===== config.mk =====
export PLATFORM = sky130hd
export DESIGN_NAME = add_shift_multiplier
export DESIGN_NICKNAME = d
export VERILOG_FILES = /design/src/rtl/mult_pkg.sv /design/src/rtl/add_shift_multiplier_adder9.sv /design/src/rtl/add_shift_multiplier.sv
export SDC_FILE = /design/constraint.sdc
export NUM_CORES = 1
export LEC_CHECK = 0
export BUFFER_PORTS_ARGS = -buffer_cell sky130_fd_sc_hd__clkbuf_2
export CAP_MARGIN = 25
export CORE_ASPECT_RATIO = 0.7
export CORE_UTILIZATION = 45
export CTS_CLUSTER_SIZE = 8
export DETAILED_ROUTE_END_ITERATION = 12
export HOLD_SLACK_MARGIN = 0.08
export PLACE_DENSITY_LB_ADDON = 0.08
export SLEW_MARGIN = 10
export SYNTH_ARGS = -nofsm -noshare
export SYNTH_HDL_FRONTEND = slang
export SYNTH_SLANG_ARGS = --single-unit
export TNS_END_PERCENT = 5

===== constraint.sdc =====
create_clock -name Clk -period 4.65 [get_ports Clk]
set_clock_uncertainty 0.2 [all_clocks]
set_input_delay 0.2325 -clock Clk [delete_from_list [all_inputs] [get_ports Clk]]
set_output_delay 0.2325 -clock Clk [all_outputs]
set_load 0.03 [all_outputs]

===== src/rtl/mult_pkg.sv =====
// Shared types and constants for the add-shift multiplier.
package mult_pkg;

    localparam int WIDTH = 8;

    // Count value of the final pass, where the partial product is subtracted.
    localparam logic [2:0] CNT_LAST = 3'd7;

    typedef enum logic [1:0] {
        S_IDLE,
        S_ADD,
        S_SHIFT,
        S_HOLD
    } state_t;

endpackage


===== src/rtl/add_shift_multiplier_adder9.sv =====
// 9-bit ripple adder for the multiplier datapath.
// ripple4 : 4-bit ripple-carry unit
//   a, b : addends, ci : carry in, s : sum, co : carry out
// adder9  : two ripple4 units plus one full-adder stage for the sign bit
//   a, b : 9-bit addends, cin : carry in, s : 9-bit sum (carry out dropped)

module ripple4 (
    input  logic [3:0] a,
    input  logic [3:0] b,
    input  logic       ci,
    output logic [3:0] s,
    output logic       co
);
    logic [4:0] c;

    always_comb begin
        c    = '0;
        s    = '0;
        c[0] = ci;
        for (int i = 0; i < 4; i++) begin
            s[i]   = a[i] ^ b[i] ^ c[i];
            c[i+1] = (a[i] & b[i]) | (a[i] & c[i]) | (b[i] & c[i]);
        end
    end

    assign co = c[4];
endmodule

module adder9 (
    input  logic [8:0] a,
    input  logic [8:0] b,
    input  logic       cin,
    output logic [8:0] s
);
    logic c4;
    logic c8;

    ripple4 u_lo (.a(a[3:0]), .b(b[3:0]), .ci(cin), .s(s[3:0]), .co(c4));
    ripple4 u_hi (.a(a[7:4]), .b(b[7:4]), .ci(c4),  .s(s[7:4]), .co(c8));

    // Sign-bit full adder; its carry out has no consumer, so only the sum is formed.
    assign s[8] = a[8] ^ b[8] ^ c8;
endmodule


===== src/rtl/add_shift_multiplier.sv =====
// Sequential 8-bit two's-complement add-then-shift multiplier.
// Ports:
//   Clk           : system clock, rising edge
//   Reset         : asynchronous active-high reset
//   Run           : start request, accepted only in IDLE
//   ClearA_LoadB  : in IDLE, clears X/A and loads B from SW (wins over Run)
//   SW            : multiplicand at Run acceptance / B load value
//   Aval, Bval    : product high / low byte ({A,B})
//   Xval          : sign-extension bit
//   Busy          : high during ADD/SHIFT passes
//   Done          : high in HOLD
//
// state   | meaning
// --------+-------------------------------------------------------
// S_IDLE  | waiting; handles B load or Run acceptance
// S_ADD   | conditionally add (or subtract on last pass) S into X:A
// S_SHIFT | arithmetic right shift of X:A:B, advance pass count
// S_HOLD  | result held until Run is released
module add_shift_multiplier
    import mult_pkg::*;
(
    input  logic             Clk,
    input  logic             Reset,
    input  logic             Run,
    input  logic             ClearA_LoadB,
    input  logic [WIDTH-1:0] SW,
    output logic [WIDTH-1:0] Aval,
    output logic [WIDTH-1:0] Bval,
    output logic             Xval,
    output logic             Busy,
    output logic             Done
);
    state_t           state_q, state_d;
    logic             x_q, x_d;
    logic [WIDTH-1:0] a_q, a_d;
    logic [WIDTH-1:0] b_q, b_d;
    logic [WIDTH-1:0] s_q, s_d;
    logic [2:0]       cnt_q, cnt_d;

    logic             last_pass;
    logic [WIDTH:0]   add_b;
    logic [WIDTH:0]   sum;

    // The last multiplier bit carries negative weight, so that pass subtracts.
    assign last_pass = (cnt_q == CNT_LAST);
    assign add_b     = last_pass ? ~{s_q[WIDTH-1], s_q} : {s_q[WIDTH-1], s_q};

    adder9 u_adder (
        .a   ({a_q[WIDTH-1], a_q}),
        .b   (add_b),
        .cin (last_pass),
        .s   (sum)
    );

    always_ff @(posedge Clk or posedge Reset) begin
        if (Reset) begin
            state_q <= S_IDLE;
            x_q     <= 1'b0;
            a_q     <= '0;
            b_q     <= '0;
            s_q     <= '0;
            cnt_q   <= '0;
        end else begin
            state_q <= state_d;
            x_q     <= x_d;
            a_q     <= a_d;
            b_q     <= b_d;
            s_q     <= s_d;
            cnt_q   <= cnt_d;
        end
    end

    always_comb begin
        state_d = state_q;
        x_d     = x_q;
        a_d     = a_q;
        b_d     = b_q;
        s_d     = s_q;
        cnt_d   = cnt_q;

        unique case (state_q)
            S_IDLE: begin
                if (ClearA_LoadB) begin
                    x_d = 1'b0;
                    a_d = '0;
                    b_d = SW;
                end else if (Run) begin
                    x_d     = 1'b0;
                    a_d     = '0;
                    s_d     = SW;
                    cnt_d   = '0;
                    state_d = S_ADD;
                end
            end
            S_ADD: begin
                if (b_q[0]) begin
                    x_d = sum[WIDTH];
                    a_d = sum[WIDTH-1:0];
                end
                state_d = S_SHIFT;
            end
            S_SHIFT: begin
                a_d = {x_q, a_q[WIDTH-1:1]};
                b_d = {a_q[0], b_q[WIDTH-1:1]};
                if (last_pass) begin
                    state_d = S_HOLD;
                end else begin
                    cnt_d   = cnt_q + 3'd1;
                    state_d = S_ADD;
                end
            end
            S_HOLD: begin
                if (!Run) state_d = S_IDLE;
            end
            default: state_d = S_IDLE;
        endcase
    end

    assign Aval = a_q;
    assign Bval = b_q;
    assign Xval = x_q;
    assign Busy = (state_q == S_ADD) || (state_q == S_SHIFT);
    assign Done = (state_q == S_HOLD);

endmodule


# Word-level counts from Yosys, hierarchy flattened
# Index checks and enable logic that the tools add are counted.
# W data, S select, Z words.
# classes
n_addsub,1
multipliers,0
n_div,0
n_lt_le_gt_ge,0
eq_ne,11
shift,0
n_mux,20
bitwise_logic,60
reduce_logical,11
# ops
op,count
$mux W8,4
$and A1 B1 Y1,24
$pmux W8 S3,1
$xor A1 B1 Y1,18
$or A1 B1 Y1,16
$pmux W8 S2,1
$ne A2 B2 Y1 const B,6
$reduce_and A3 Y1,4
$mux W3,3
$mux W9,1
$not A9 Y9,1
$mux W2,4
$pmux W2 S4,1
$pmux W3 S2,1
$eq A2 B2 Y1 const B,2
$reduce_and A4 Y1,1
$reduce_bool A2 Y1,2
$add A3 B1 Y3 const B,1
$eq A3 B3 Y1 const B,1
$mux W1,3
$ne A3 B3 Y1 const B,1
$reduce_bool A3 Y1,1
$eq A2 B1 Y1 const B,1
$logic_not A2 Y1,1
4 further kinds,4
# word_totals
reg_bits,30
latch_bits,0
ram_bits,0
romBits,0
input_bits,12
out_inout_bits,19
word_cells,109
memories,0

# Longest topological paths before layout
# depth
word_depth,29
depth_mapped,15
ltp_nobuf,14

# By module
# A second synthesis with hierarchy kept.
# hier_totals
hier_cells,160
hier_area_um2,1894.3
# by_module_without_submodules
mod,n_inst,cells_per_inst,area_per_inst_um2,seq_area_each_um2
add_shift_multiplier,1,131,1635.3,750.7
ripple4,2,14,117.6,0.0
adder9,1,1,23.8,0.0

# Worst setup path after synthesis
# OpenSTA, ideal clock, no wires.
# synth_timing
path_type,reg-to-reg
startpoint,register cnt_q[0]
endpoint,"register a_q[7], in the netlist Aval[7]"
setup_ns,0.066
t_arrival_ns,4.303
required_time_ns,4.384
slack_ns,0.081
stages_incl_launch_ff,16
path_buffers,1
period_less_slack_ns,4.569
cell_sequence,dfrtp_1 -> ha_1 -> ha_1 -> buf_2 -> mux2_2 -> fa_1 -> fa_1 -> fa_1 -> fa_1 -> fa_1 -> fa_1 -> inv_1 -> fa_1 -> nand2b_1 -> a21boi_0 -> mux2_2
# synth_between
elab_chain_cells,26
# synth_lines
item,line,source
start: declaration,add_shift_multiplier.sv:38,"logic [2:0] cnt_q, cnt_d;"
start signal: assignment,add_shift_multiplier.sv:69,cnt_q <= cnt_d;
$eq A3 B3 Y1 (*),add_shift_multiplier.sv:45,assign last_pass = (cnt_q == CNT_LAST);
$mux W9,add_shift_multiplier.sv:46,"assign add_b = last_pass ? ~{s_q[WIDTH-1], s_q} : {s_q[WIDTH-1], s_q};"
$and A1 B1 Y1,add_shift_multiplier_adder9.sv:22,c[i+1] = (a[i] & b[i]) | (a[i] & c[i]) | (b[i] & c[i]);
$or A1 B1 Y1 (2 in a row),add_shift_multiplier_adder9.sv:22,
$and A1 B1 Y1,add_shift_multiplier_adder9.sv:22,
$or A1 B1 Y1 (2 in a row),add_shift_multiplier_adder9.sv:22,
$and A1 B1 Y1,add_shift_multiplier_adder9.sv:22,
$or A1 B1 Y1 (2 in a row),add_shift_multiplier_adder9.sv:22,
[4 not listed],-,
$or A1 B1 Y1 (2 in a row),add_shift_multiplier_adder9.sv:22,
$and A1 B1 Y1,add_shift_multiplier_adder9.sv:22,
$or A1 B1 Y1 (2 in a row),add_shift_multiplier_adder9.sv:22,
$and A1 B1 Y1,add_shift_multiplier_adder9.sv:22,
$or A1 B1 Y1 (2 in a row),add_shift_multiplier_adder9.sv:22,
$xor A1 B1 Y1 (*),add_shift_multiplier_adder9.sv:21,s[i] = a[i] ^ b[i] ^ c[i];
$mux W8 (*),add_shift_multiplier.sv:96,if (b_q[0]) begin
$pmux W8 S3 (*),add_shift_multiplier.sv:81,unique case (state_q)
end signal: assignment,add_shift_multiplier.sv:59,a_q <= '0;
end signal: assignment,add_shift_multiplier.sv:66,a_q <= a_d;
end: declaration,add_shift_multiplier.sv:35,"logic [WIDTH-1:0] a_q, a_d;"
# Mark *: on every way between the ends. The rest lies on a longest branch, timed or not. The select of a mux whose other input is x is not followed.
# A chain may end at the register's enable or synchronous reset.

# Worst setup path after layout
# Ends and elaborated chain as after synthesis.

==> flow_metrics.py <==
metrics = {
    "outcome": {
        "run_status": "finished clean",
    },
    "synth": {
        "synth_most_common_cell": "dfrtp_1",
        "synth_top_area_frac": 0.406,
        "synth-seq-cells": 30,
        "netlist_top_cells_count": "dfrtp_1, mux2_2, nor2b_1",
        "synth_top_family_by_area": "compound AO/OA/AOI/OAI gates",
        "synthTopCellsByArea": "dfrtp_1, mux2_2, fa_1",
        "synthAdderAreaFrac": 0.116,
        "yosys.area_share.simple": 0.138,
        "synth-xor-area-share": 0.0331,
        "synth.distinct_cells": 37,
        "synth_compound_area_frac": 0.144,
        "netlist_area_mm2": 0.00185,
        "synth_async_sr_flop_share": 1.00,
        "syn-num-nets": 184,
        "synth_seq_area_share": 0.406,
        "yosys.area.top_type": "dfrtp_1",
        "yosysWarnings": 0,
        "ys.flop_type": "dfrtp_1",
        "syn_area_per_cell_um2": 11.6,
        "synthCells": 159,
        "synth_edf_count": 0,
        "synth.area.mux_share": 0.125,
    },
    "clock_tree": {
        "cts_tree": "done",
        "numCtsBuffers": 5,
        "cts_setup_buffers": 0,
        "clk_latency_ns": 0.28,
        "cts_buffer_depth": 2,
        "htree_levels": 2,
        "cts-root-buf": "clkbuf_8",
        "clkTransAtPathRegs_ns": 0.06,
        "cts.sink_count": 30,
    },
    "critical_path": {
        "start_kind": "flop",
        "rr_worst_depth": 14,
        "path_class": "reg -> reg",
        "cp_data_arrival_time_ns": 4.49,
        "path_max_fanout": 4,
        "reg2reg_from": "cnt_q[0]$_DFFE_PP0P_",
        "critPathRequiredTime_ns": 4.67,
        "r2r_slack_ns": 0.18,
        "r2r_end": "Aval[7]$_DFFE_PP0P_",
        "end_kind": "flop",
    },
    "final_layout": {
        "nets": 223,
        "seq_area_um2": 751,
        "diodes": 0,
        "syn_to_final_growth_pct": 20.4,
        "fin_cells": 251,
        "multi_input_area_mm2": 0.00104,
        "finalInstanceArea_mm2": 0.00223,
        "fill_cells": 332,
        "drive_above_1_share": 0.337,
    },
    "power": {
        "vdd_drop_max_mv": 0.339,
        "p_total_uw": 1590,
        "clkPwrFrac": 0.136,
        "power_frac_comb": 0.547,
        "sw_frac_of_total": 0.451,
        "p_leak_uw": 0.00105,
        "powerDensity_mw_per_mm2": 711,
        "netSwitchingPower_uw": 714,
        "power.share.sequential": 0.317,
        "p_int_uw": 871,
    },
    "global_routing": {
        "grt_pass1_wl_um": 6650,
        "track_usage": 0.200,
        "grt_start_max_net_pins": 31,
        "grt_pass1_vias": 1374,
        "antenna_found_initial": 0,
        "overflow": 0,
    },
    "die": {
        "die_width_um": 78.6,
        "fp-row-count": 19,
        "io_pins": 31,
        "start_util": 0.472,
        "die_h_um": 55.7,
        "core_area_mm2": 0.00392,
        "dieArea_mm2": 0.00438,
    },
    "sta": {
        "hold_viol_final": 0,
        "final_max_slew_viol_count": 0,
        "relSlewSlack": 0.413,
        "fmax_ghz": 0.224,
        "timing.final.crit_share": 0.962,
        "setup_violations": 0,
        "rsz0062_at_grt": "no",
        "hold_ws_ns": 0.220,
        "period_needed_ns": 4.47,
        "worst_pin_slew_ns": 0.881,
    },
    "hold_path": {
        "holdPathEnd": "state_q[1]$_DFFE_PP0P_",
        "worstHoldStart": "Run",
        "min_path_cells": 3,
        "hp-class": "in -> reg",
    },
    "route": {
        "via_per_inst": 5.43,
        "drt_wl_total_um": 3900,
        "post-route-drc-count": 0,
        "drtPass1Iterations": 4,
        "wl_per_cell_um": 15.5,
        "ant_nets": 0,
        "route.vias.total": 1364,
        "drtIter0Drc": 50,
    },
    "place": {
        "dp_hpwl_um": 2800,
        "dpl_cell_area_mm2": 0.00204,
        "portBuffers": 30,
        "dp_cells": 234,
        "gp_congestion": 0.735,
    },
    "run": {
        "drv_cap": 0,
    },
}
[logic make-up after synthesis]
logic type	count (synthesis)
AO/OA/AOI/OAI	33
XOR/XNOR	7
adder cells (fa/ha/maj)	13
buffers and inverters	16
flip-flops	30
multiplexers	21
AND/OR/NAND/NOR	39
[placed cells by master (no fill, tap or decap), types with 2 or more instances in the layout]
cell            n
dlygate4sd3_1   9
clkbuf_8        6
nand2b_1        8
mux2i_1         4
a22oi_1         6
clkbuf_2       30
nor2_1          2
buf_4           2
fa_1            4
mux2_2         17
xor2_1          7
nand2_1         4
dfrtp_1        30
nor2b_1        10
fa_2            3
o21ai_0         2
nand3_1         8
ha_1            5
inv_1           7
a21oi_1         8
a221o_1         7
[routing by layer]
| metal | part of all wire | track usage |
|---|---|---|
| met1 | 0.49 | 0.288 |
| met2 | 0.46 | 0.304 |
| met3 | 0.053 | 0.0492 |
| met4 | 0.0054 | 0.0503 |
| met5 | 0 | 0 |
[registers in the layout, indices dropped and copies added (netlist names)]
| name | flops |
|---|---|
| Xval | 1 |
| Bval | 8 |
| state_q | 2 |
| s_q | 8 |
| Aval | 8 |
| cnt_q | 3 |
[critical path, cell delays in order, from the launching register on]
cell,delay [ns]
dfrtp_1,0.40
ha_1,0.21
ha_2,0.20
mux2_2,0.27
fa_1,0.39
fa_2,0.35
fa_2,0.34
fa_1,0.39
fa_2,0.35
fa_1,0.37
inv_1,0.08
fa_1,0.39
nand2b_1,0.14
a21boi_1,0.16
mux2_2,0.16
[per-stage QoR]
| stage | TNS [ns] | worst slack (ns) | util |
|---|---|---|---|
| 2_1_floorplan | 0 | 0.0808 | - |
| 3_3_place_gp | 0 | 0.137 | 0.519 |
| 3_5_place_dp | -0.00982 | -0.00982 | 0.519 |
| 4_1_cts | 0 | 0.0392 | 0.566 |
| 5_1_grt | 0 | 0.0220 | 0.568 |
| 6_report | 0 | 0.178 | 0.568 |
[worst max path at each step]
stage,startpoint,end,cells past startpoint
finish,cnt_q[0]$_DFFE_PP0P_,Aval[7]$_DFFE_PP0P_,14
CTS,cnt_q[0]$_DFFE_PP0P_,Aval[7]$_DFFE_PP0P_,14
detailed placement,cnt_q[0]$_DFFE_PP0P_,Aval[7]$_DFFE_PP0P_,14
global route,cnt_q[0]$_DFFE_PP0P_,Aval[7]$_DFFE_PP0P_,14
global placement,cnt_q[0]$_DFFE_PP0P_,Aval[7]$_DFFE_PP0P_,14
floorplan,cnt_q[0]$_DFFE_PP0P_,Aval[7]$_DFFE_PP0P_,15
[repair_timing]
item	in CTS	in global routing
endpoints found under the setup margin	1	1
pin swaps	0	0
hold buffers	9	0
gates resized for setup	2	3
endpoints found under the hold margin	38	0
[layout make-up]
cell class                      count  share of cell area
Clock buffer                        7              0.0387
Inverter                            7              0.0118
Multi-Input combinational cell    113               0.467
Timing Repair Buffer               41               0.115
Sequential cell                    30               0.337
Tap cell                           52              0.0292
Clock inverter                      1             0.00225
[power groups by stage]
stage / Clock [µW] / Combinational, µW / Sequential [µW]
global route: 235 / 949 / 523
floorplan: 0 / 552 / 602
finish: 216 / 867 / 502
CTS: 223 / 867 / 502
detailed placement: 0 / 856 / 508
global placement: 0 / 850 / 501
No activity file was read; power rests on OpenSTA's default activity.
